`src/rtl/maze_matrix_scanner.sv`:
```
// rtl/maze_matrix_scanner.sv - row-scan driver for the dual-colour maze LED matrix
//
// Fetches one row of map cells over a req/gnt memory port, decodes each cell
// into red/green column bits, then holds that row lit for ROW_HOLD cycles.
//
// Ports:
//   clk        system clock, rising edge
//   nst        synchronous reset, active high
//   blink_en   goal cells (code 3) blink when set
//   mem_req    map memory read request
//   mem_gnt    arbiter grant; address accepted when mem_req & mem_gnt
//   mem_addr   cell address = row*COLS + col
//   mem_rdata  cell data, valid the cycle after an accepted address
//   led_row    row select, active low (all ones = blank)
//   led_r_col  red column drive, active high
//   led_g_col  green column drive, active high
//   frame_done one-cycle pulse when the last row's hold ends

module maze_matrix_scanner #(
  parameter int ROWS         = 8,
  parameter int COLS         = 8,
  parameter int DATA_W       = 2,
  parameter int ROW_HOLD     = 1000,
  parameter int BLINK_FRAMES = 32,
  localparam int ADDR_W      = $clog2(ROWS * COLS)
) (
  input  logic              clk,
  input  logic              nst,
  input  logic              blink_en,
  output logic              mem_req,
  input  logic              mem_gnt,
  output logic [ADDR_W-1:0] mem_addr,
  input  logic [DATA_W-1:0] mem_rdata,
  output logic [ROWS-1:0]   led_row,
  output logic [COLS-1:0]   led_r_col,
  output logic [COLS-1:0]   led_g_col,
  output logic              frame_done
);

  localparam int ROW_W   = $clog2(ROWS);
  localparam int COL_W   = $clog2(COLS);
  localparam int HOLD_W  = $clog2(ROW_HOLD + 1);
  localparam int FRAME_W = $clog2(BLINK_FRAMES + 1);

  typedef enum logic {FETCH, SHOW} state_t;

  state_t             state, state_nx;
  logic [ROW_W-1:0]   row;
  logic [COL_W-1:0]   col;
  logic [COL_W-1:0]   cap_col;
  logic               cap_vld;
  logic               issue_done;
  logic [COLS-1:0]    shadow_r, shadow_g;
  logic [COLS-1:0]    shadow_r_nx, shadow_g_nx;
  logic [HOLD_W-1:0]  hold_cnt;
  logic [FRAME_W-1:0] frame_cnt;
  logic               blink_phase;
  logic [1:0]         code;
  logic               goal_off;

  logic accept, col_last, row_last, last_cap, hold_last;

  // Only bits [1:0] of a cell carry meaning.
  logic unused_rdata;
  assign unused_rdata = &{1'b0, mem_rdata};

  assign accept    = mem_req & mem_gnt;
  assign col_last  = (col == COL_W'(COLS - 1));
  assign row_last  = (row == ROW_W'(ROWS - 1));
  assign last_cap  = cap_vld && (cap_col == COL_W'(COLS - 1));
  assign hold_last = (hold_cnt == HOLD_W'(ROW_HOLD - 1));

  // Shadow buffer with the in-flight capture merged, so the final column is
  // visible in the same edge that lights the row.
  always_comb begin
    shadow_r_nx = shadow_r;
    shadow_g_nx = shadow_g;
    code        = mem_rdata[1:0];
    goal_off    = blink_en & blink_phase;
    if (cap_vld) begin
      shadow_r_nx[cap_col] = (code == 2'd1) || ((code == 2'd3) && !goal_off);
      shadow_g_nx[cap_col] = (code == 2'd2) || ((code == 2'd3) && !goal_off);
    end
  end

  always_ff @(posedge clk) begin
    if (nst) state <= FETCH;
    else     state <= state_nx;
  end

  always_comb begin
    state_nx = state;
    case (state)
      FETCH: if (last_cap)  state_nx = SHOW;
      SHOW:  if (hold_last) state_nx = FETCH;
      default: state_nx = FETCH;
    endcase
  end

  always_ff @(posedge clk) begin
    if (nst) begin
      row         <= '0;
      col         <= '0;
      cap_col     <= '0;
      cap_vld     <= 1'b0;
      issue_done  <= 1'b0;
      shadow_r    <= '0;
      shadow_g    <= '0;
      hold_cnt    <= '0;
      frame_cnt   <= '0;
      blink_phase <= 1'b0;
      mem_req     <= 1'b0;
      mem_addr    <= '0;
      led_row     <= '1;
      led_r_col   <= '0;
      led_g_col   <= '0;
      frame_done  <= 1'b0;
    end else begin
      frame_done <= 1'b0;
      cap_vld    <= accept;
      cap_col    <= col;
      shadow_r   <= shadow_r_nx;
      shadow_g   <= shadow_g_nx;
      case (state)
        FETCH: begin
          if (accept) begin
            if (col_last) begin
              // Address stays at the row's last cell; SHOW exit steps it on.
              mem_req    <= 1'b0;
              issue_done <= 1'b1;
            end else begin
              col      <= col + COL_W'(1);
              mem_addr <= mem_addr + ADDR_W'(1);
            end
          end else if (!issue_done) begin
            mem_req <= 1'b1;
          end
          if (last_cap) begin
            led_row   <= ~(ROWS'(1) << row);
            led_r_col <= shadow_r_nx;
            led_g_col <= shadow_g_nx;
            hold_cnt  <= '0;
          end
        end
        SHOW: begin
          if (hold_last) begin
            hold_cnt   <= '0;
            led_row    <= '1;
            led_r_col  <= '0;
            led_g_col  <= '0;
            col        <= '0;
            mem_req    <= 1'b1;
            issue_done <= 1'b0;
            if (row_last) begin
              row        <= '0;
              mem_addr   <= '0;
              frame_done <= 1'b1;
              if (frame_cnt == FRAME_W'(BLINK_FRAMES - 1)) begin
                frame_cnt   <= '0;
                blink_phase <= ~blink_phase;
              end else begin
                frame_cnt <= frame_cnt + FRAME_W'(1);
              end
            end else begin
              row      <= row + ROW_W'(1);
              mem_addr <= mem_addr + ADDR_W'(1);
            end
          end else begin
            hold_cnt <= hold_cnt + HOLD_W'(1);
          end
        end
        default: ;
      endcase
    end
  end

endmodule

```
`config.mk`:
```
export PLATFORM = sky130hd
export DESIGN_NAME = maze_matrix_scanner
export DESIGN_NICKNAME = d
export VERILOG_FILES = /design/src/rtl/maze_matrix_scanner.sv
export SDC_FILE = /design/constraint.sdc
export NUM_CORES = 1
export LEC_CHECK = 0
export ABC_AREA = 0
export CAP_MARGIN = 20
export CORE_MARGIN = 2
export CORE_UTILIZATION = 40
export DETAILED_ROUTE_END_ITERATION = 12
export PLACE_DENSITY = 0.72
export SLEW_MARGIN = 15
export SYNTH_ARGS = -nofsm -noshare
export SYNTH_HDL_FRONTEND = slang
export SYNTH_SLANG_ARGS = --single-unit
```
`constraint.sdc`:
```
create_clock -name clk -period 2.2 [get_ports clk]
set_clock_uncertainty 0.2 [all_clocks]
set_input_delay 0.66 -clock clk [delete_from_list [all_inputs] [get_ports clk]]
set_output_delay 0.66 -clock clk [all_outputs]
set_load 0.05 [all_outputs]
```
==> results of run 1 <==
## registers in the layout, summed over array words and instances (netlist names), 3 cells and up
register,flops
frame_cnt,6
hold_cnt,10
cap_col,3
shadow_r,7
col,3
mem_addr,6
led_row,8
shadow_g,7
row,3
led_g_col,8
led_r_col,8
## synthesized netlist by cell type, types with 2 or more instances
cell / n
a211oi_1: 2
a21boi_0: 3
a21oi_1: 31
a22o_1: 17
a2bb2oi_1: 6
a31oi_1: 3
a41oi_1: 2
and2_1: 4
and3_1: 4
and4_1: 3
and4b_1: 3
and4bb_2: 2
buf_2: 7
clkbuf_1: 10
dfxtp_1: 75
ha_1: 11
inv_1: 9
mux2i_1: 2
nand2_1: 25
nand2b_1: 3
nand3_1: 31
nand3b_1: 3
nand4_1: 6
nand4b_1: 4
nand4bb_1: 3
nor2_1: 11
nor2b_1: 5
nor3_1: 4
nor4_1: 2
nor4bb_1: 2
o21ai_0: 14
or3_1: 8
xnor2_1: 3
## tightest hold or removal path, stage by stage (launching register included)
cell and delay, ns:
dfxtp_1 0.30, nand2_1 0.04, a21oi_1 0.07
## worst min path at each step
stage	start	to	slack [ns]	depth (start not counted)
after CTS	shadow_g[3]	shadow_g[3]	0.26	2
after global placement	frame_cnt[1]	frame_cnt[1]	0.25	2
after detailed placement	shadow_g[3]	shadow_g[3]	0.25	2
after global routing	shadow_g[3]	shadow_g[3]	0.29	2
after floorplan	shadow_r[0]	shadow_r[0]	0.24	2
final	shadow_g[3]	shadow_g[3]	0.26	2
## where the power goes
part / leakage (nW) / switching (mW) / internal, mW
combinational: 0.817 / 0.0647 / 0.0590
sequential: 0.605 / 0.00937 / 1.36
clock: 0.0822 / 0.514 / 0.409
total: 1.50 / 0.588 / 1.83
## routing by layer
metal	GRT usage	vias up	wire, µm
li1	-	1384	-
met1	0.204	1288	3120
met2	0.296	44	3500
met3	0.0457	16	261
met4	0.0857	0	174
met5	0	-	0
## logic make-up (layout without fill, tap and decap cells)
kind of cell	Yosys count	in the layout	synth area share
adders and majority gates	11	11	0.0428
AOI/OAI and AO/OA	86	86	0.181
DFF	75	75	0.467
xor gates and xnor gates	3	3	0.00817
buffers and inverters	28	93	0.0358
muxes	3	3	0.00973
and+or+nand+nor	133	133	0.255
## final cells by class
cell class	instances	area [µm²]	area share
Multi-Input combinational cell	236	1600	0.400
Clock inverter	6	42.5	0.0106
Timing Repair Buffer	68	573	0.143
Tap cell	102	128	0.0318
Clock buffer	10	128	0.0318
Sequential cell	75	1500	0.375
Inverter	9	33.8	0.00843
## repair_timing
action	CTS	global route
endpoints found under the hold margin	0	0
setup endpoints to repair	0	2
gates resized for setup	0	3
==> key figures, run 1 <==
Timing
  • RSZ-0062 raised after global routing: false
  • Tcrit/Tclk final: 0.937
  • Final Hold Slack: 0.262 ns
  • Final min period: 2.06 ns
  • Peak Freq: 0.485 GHz
  • Relative slew slack: 0.638
  • Finish-stage setup viols: 0
  • Max-slew violations: 0
  • Final hold vios: 0
  • Actual slew at the worst max-slew pin: 0.535 ns
  • Setup ws final: 0.139 ns
  • Final setup TNS: 0 ns

Logic synthesis
  • Prevailing post-synth register cell: dfxtp_1
  • Synthesized area: 0.00322 mm²
  • EDFF count, synth: 0
  • Synth area leaders: dfxtp_1, a21oi_1, nand3_1
  • Register area share after synthesis: 0.467
  • Synth Register Bits: 75
  • Synthesized Nets: 356
  • Cell variety after synth: 54
  • YS warnings: 0
  • Mapped Avg Cell Area: 9.49 µm²
  • Largest area contributor in the netlist: dfxtp_1
  • Yosys top cell area share: 0.467
  • Async SR Flop Fraction: 0
  • Syn Inst Count: 339

Finish
  • Commonest non-fill, non-tap cell in the layout: dfxtp_1
  • Cell Count, Final, Fillers Out: 506
  • Layout cells sized above 1: 0.223
  • Most frequent cells in the layout: dfxtp_1, buf_4, nand3_1, a21oi_1, nand2_1
  • # fillers: 761
  • Antenna Cells: 0
  • Nets: 416
  • Final core utilization: 0.516
  • Area Overhead vs Synth: 24.7%
  • Final instance area: 0.00401 mm²

Detailed routing
  • Wire length per cell: 14.0 µm
  • Initial drt markers: 112
  • Post-route ant nets: 0
  • DRT Pass-1 Iters: 4
  • Final wirelength: 7060 µm
  • Via count: 2732
  • Vias per Instance: 5.40
  • DRC viols: 0

Critical path
  • CP endpoint kind: flop
  • Startpoint Class: flop
  • CP max stage delay: 0.52 ns
  • Worst setup endpoint: frame_cnt[5]
  • Critical path cell sequence: ha_1 > ha_1 > and4_4 > nand3_4 > or4_1 > a21oi_1
  • Flop2flop setup slack: 0.14 ns
  • CP most frequent cell: ha_1
  • Max FO, Critical Path: 10
  • Worst Setup SP: row[1]
  • Reg2reg end: frame_cnt[5]
  • Endpoint arrival time on the critical path: 2.15 ns
  • CP required: 2.29 ns
  • Family with the most delay on the worst path: simple AND/OR/NAND/NOR gates
  • Buf+Inv Stages, Crit Path: 0
  • Reg2reg start: row[1]
  • CP Class: flop to flop
  • Worst path slowest cell: or4_1
  • FF-to-FF path depth: 6
  • Number of cells on the critical path: 6

Place
  • Pre-CTS WS: -0.177 ns
  • Placed insts: 490
  • Routability congestion estimate: 0.763
  • IO buf count: 37
  • Post-DP Area: 0.00383 mm²
  • Dpl hpwl: 5160 µm

Floorplanning
  • Core Area: 0.00777 mm²
  • Starting Density: 0.414
  • Die area: 0.00877 mm²
  • Die span in y: 93.7 µm
  • # rows: 32
  • IO Count: 38
  • DIE WIDTH: 93.7 µm

Clocking
  • CTS sink count: 75
  • Post-CTS Hold Buffers: 0
  • TritonCTS clock tree: yes
  • H-tree depth: 3
  • Skew-Pair Late Insertion Delay: 0.35 ns
  • Num CTS Buffers: 9
  • Post-CTS setup buffers: 0
  • CTS root buf: clkbuf_8
  • Max Root-Sink Buffers: 2
  • Clock slew at reported path FFs: 0.08 ns

Power and ir drop
  • Leakage: 1.50 nW
  • Peak supply drop: 0.310 mV
  • PD cells: 604 mW/mm²
  • Pwr Total: 2.42 mW

Global routing
  • Number of global-route vias before repair: 2693
  • First-pass GRT wire length: 12200 µm
  • Largest net degree at the start of global routing: 19
  • Overflow after GRT: 0
  • Antenna violations before repair: 0
  • Total GRT Usage: 0.175

Run status
  • Status: finished, final reports clean

Run
  • Max Cap Viol: 0

Hold path
  • Hold Path Class: flop to flop
Power figures use the tool's default switching activity.
==> inputs of run 2 (changes only) <==
- clock period: 2.2 -> 2 ns (I/O delays scaled with it)
==> key figures, run 2 (synthesis results as in run 1) <==
Place
  • Post-DP Area: 0.00431 mm² (was 0.00383 mm²)
  • IO buf count: 37 (unchanged)
  • Routability congestion estimate: 0.817 (was 0.763)
  • Dpl hpwl: 5480 µm (was 5160 µm)
  • Pre-CTS WS: -0.484 ns (was -0.177 ns)

Detailed routing
  • Wire length per cell: 14.8 µm (was 14.0 µm)
  • Via count: 2916 (was 2732)
  • Final wirelength: 7790 µm (was 7060 µm)
  • WL met3: 223 µm (was 261 µm)
  • M1 WL: 3400 µm (was 3120 µm)
  • Initial drt markers: 105 (was 112)
  • Post-route ant nets: 0 (unchanged)
  • Detailed route wirelength on metal2: 3970 µm (was 3500 µm)
  • DR top layer: met4 (unchanged)
  • DRC viols: 0 (unchanged)
  • DRT Pass-1 Iters: 4 (unchanged)
  • Vias per Instance: 5.54 (was 5.40)

Critical path
  • CP Class: flop to flop (unchanged)
  • Worst path slowest cell: or3_1 (was or4_1)
  • Family with the most delay on the worst path: simple AND/OR/NAND/NOR gates (unchanged)
  • CP most frequent cell: ha_1 (unchanged)
  • Endpoint arrival time on the critical path: 2.04 ns (was 2.15 ns)
  • Buf+Inv Stages, Crit Path: 0 (unchanged)
  • CP max stage delay: 0.37 ns (was 0.52 ns)
  • CP endpoint kind: flop (unchanged)
  • Max FO, Critical Path: 5 (was 10)
  • CP required: 2.06 ns (was 2.29 ns)
  • Critical path cell sequence: ha_1 > ha_1 > and4bb_4 > a31oi_4 > or3_1 > a21boi_0 (was ha_1 > ha_1 > and4_4 > nand3_4 > or4_1 > a21oi_1)
  • Startpoint Class: flop (unchanged)

Power and ir drop
  • Clock share of power: 0.425 (was 0.381)
  • Peak supply drop: 0.358 mV (was 0.310 mV)
  • Pwr Total: 2.88 mW (was 2.42 mW)
  • Leakage: 1.75 nW (was 1.50 nW)
  • Sequential share of power: 0.525 (was 0.568)
  • Comb pwr share: 0.050 (was 0.051)
  • Sw Pwr: 0.684 mW (was 0.588 mW)
  • Net Sw Frac: 0.238 (was 0.243)
  • Internal Power: 2.19 mW (was 1.83 mW)
  • PD cells: 618 mW/mm² (was 604 mW/mm²)

Clocking
  • Skew-Pair Late Insertion Delay: 0.35 ns (about the same)
  • TritonCTS clock tree: yes (unchanged)
  • CTS root buf: clkbuf_8 (unchanged)
  • Clock slew at reported path FFs: 0.08 ns (about the same)
  • Max Root-Sink Buffers: 2 (unchanged)
  • Num CTS Buffers: 9 (unchanged)
  • Post-CTS Hold Buffers: 0 (unchanged)
  • H-tree depth: 3 (unchanged)
  • CTS sink count: 75 (unchanged)

Floorplanning
  • Die area: 0.00877 mm² (unchanged)
  • IO Count: 38 (unchanged)
  • Die span in y: 93.7 µm (unchanged)
  • Starting Density: 0.414 (unchanged)
  • DIE WIDTH: 93.7 µm (unchanged)
  • # rows: 32 (unchanged)
  • Core Area: 0.00777 mm² (unchanged)

Timing
  • Max-slew violations: 0 (unchanged)
  • Tcrit/Tclk final: 0.987 (was 0.937)
  • Actual slew at the worst max-slew pin: 0.586 ns (was 0.535 ns)
  • Final Hold Slack: 0.269 ns (was 0.262 ns)
  • Finish-stage setup viols: 0 (unchanged)
  • Final hold vios: 0 (unchanged)
  • Peak Freq: 0.506 GHz (was 0.485 GHz)
  • Setup ws final: 0.0256 ns (was 0.139 ns)
  • Relative slew slack: 0.608 (was 0.638)
  • Final min period: 1.97 ns (was 2.06 ns)
  • Final setup TNS: 0 ns (unchanged)

Finish
  • Most frequent cells in the layout: dfxtp_1, buf_4, buf_12, nand3_1, a21oi_1 (was dfxtp_1, buf_4, nand3_1, a21oi_1, nand2_1)
  • Nets: 436 (was 416)
  • Antenna Cells: 0 (unchanged)
  • Final instance area: 0.00466 mm² (was 0.00401 mm²)
  • Layout cells sized above 1: 0.297 (was 0.223)
  • Area Overhead vs Synth: 44.8% (was 24.7%)
  • Largest reg by FF count: hold_cnt (unchanged)
  • Number of flip-flops in the largest register: 10 (unchanged)
  • Commonest non-fill, non-tap cell in the layout: dfxtp_1 (unchanged)

Run status
  • Status: finished, final reports clean (unchanged)

Global routing
  • Total GRT Usage: 0.182 (was 0.175)
  • Overflow after GRT: 0 (unchanged)
  • Largest net degree at the start of global routing: 23 (was 19)
  • Number of global-route vias before repair: 2821 (was 2693)
  • First-pass GRT wire length: 12800 µm (was 12200 µm)
  • Antenna violations before repair: 0 (unchanged)

Run
  • Max Cap Viol: 0 (unchanged)

Hold path
  • Hold Path Class: flop to flop (unchanged)
[run 2: path summary, 6_finish.rpt]
path / start / endpoint / slack [ns] / cells past startpoint
setup / recovery: col[0] / mem_addr[3] / 0.03 / 6
hold reg to reg: shadow_g[3] / shadow_g[3] / 0.27 / 2
setup reg to reg: col[0] / mem_addr[3] / 0.03 / 6
hold / removal: shadow_g[3] / shadow_g[3] / 0.27 / 2
[run 2: power by group through the flow]
stage               Sequential (mW)  Combinational, mW  Clock [mW]
detailed placement             1.55              0.131           0
global route                   1.51              0.155        1.31
CTS                            1.51              0.133        1.23
floorplan                      1.55             0.0615           0
global placement               1.55              0.128           0
finish                         1.51              0.144        1.22
[run 2: what timing repair did]
action / 4_1_cts / 5_1_grt
pin swaps: 1 / 4
cloned: 0 / 2
resized for setup: 2 / 22
buffers inserted: 0 / 5
endpoints found under the setup margin: 20 / 29
[run 2: layer usage]
layer	track usage	vias to the layer above
li1	-	1434
met1	0.214	1388
met2	0.317	73
met3	0.0297	21
met4	0.0942	0
met5	0	-
[run 2: layout make-up]
cell class | instances | area (µm²)
Clock buffer | 10 | 138
Timing Repair Buffer | 87 | 1080
Clock inverter | 6 | 73.8
Sequential cell | 75 | 1510
Multi-Input combinational cell | 237 | 1700
Fill cell | 646 | 3110
Inverter | 9 | 33.8
Tap cell | 102 | 128
[run 2: stage by stage]
stage | utilization | instances
6_report | 0.600 | 526
5_1_grt | 0.600 | 526
2_1_floorplan | - | 339
3_5_place_dp | 0.554 | 503
4_1_cts | 0.583 | 519
3_3_place_gp | 0.554 | 503
[run 2: worst reg2reg max path: stages (launching register included)]
cell,delay (ns)
dfxtp_2,0.33
ha_1,0.19
ha_1,0.19
and4bb_4,0.34
a31oi_4,0.05
or3_1,0.37
a21boi_0,0.22
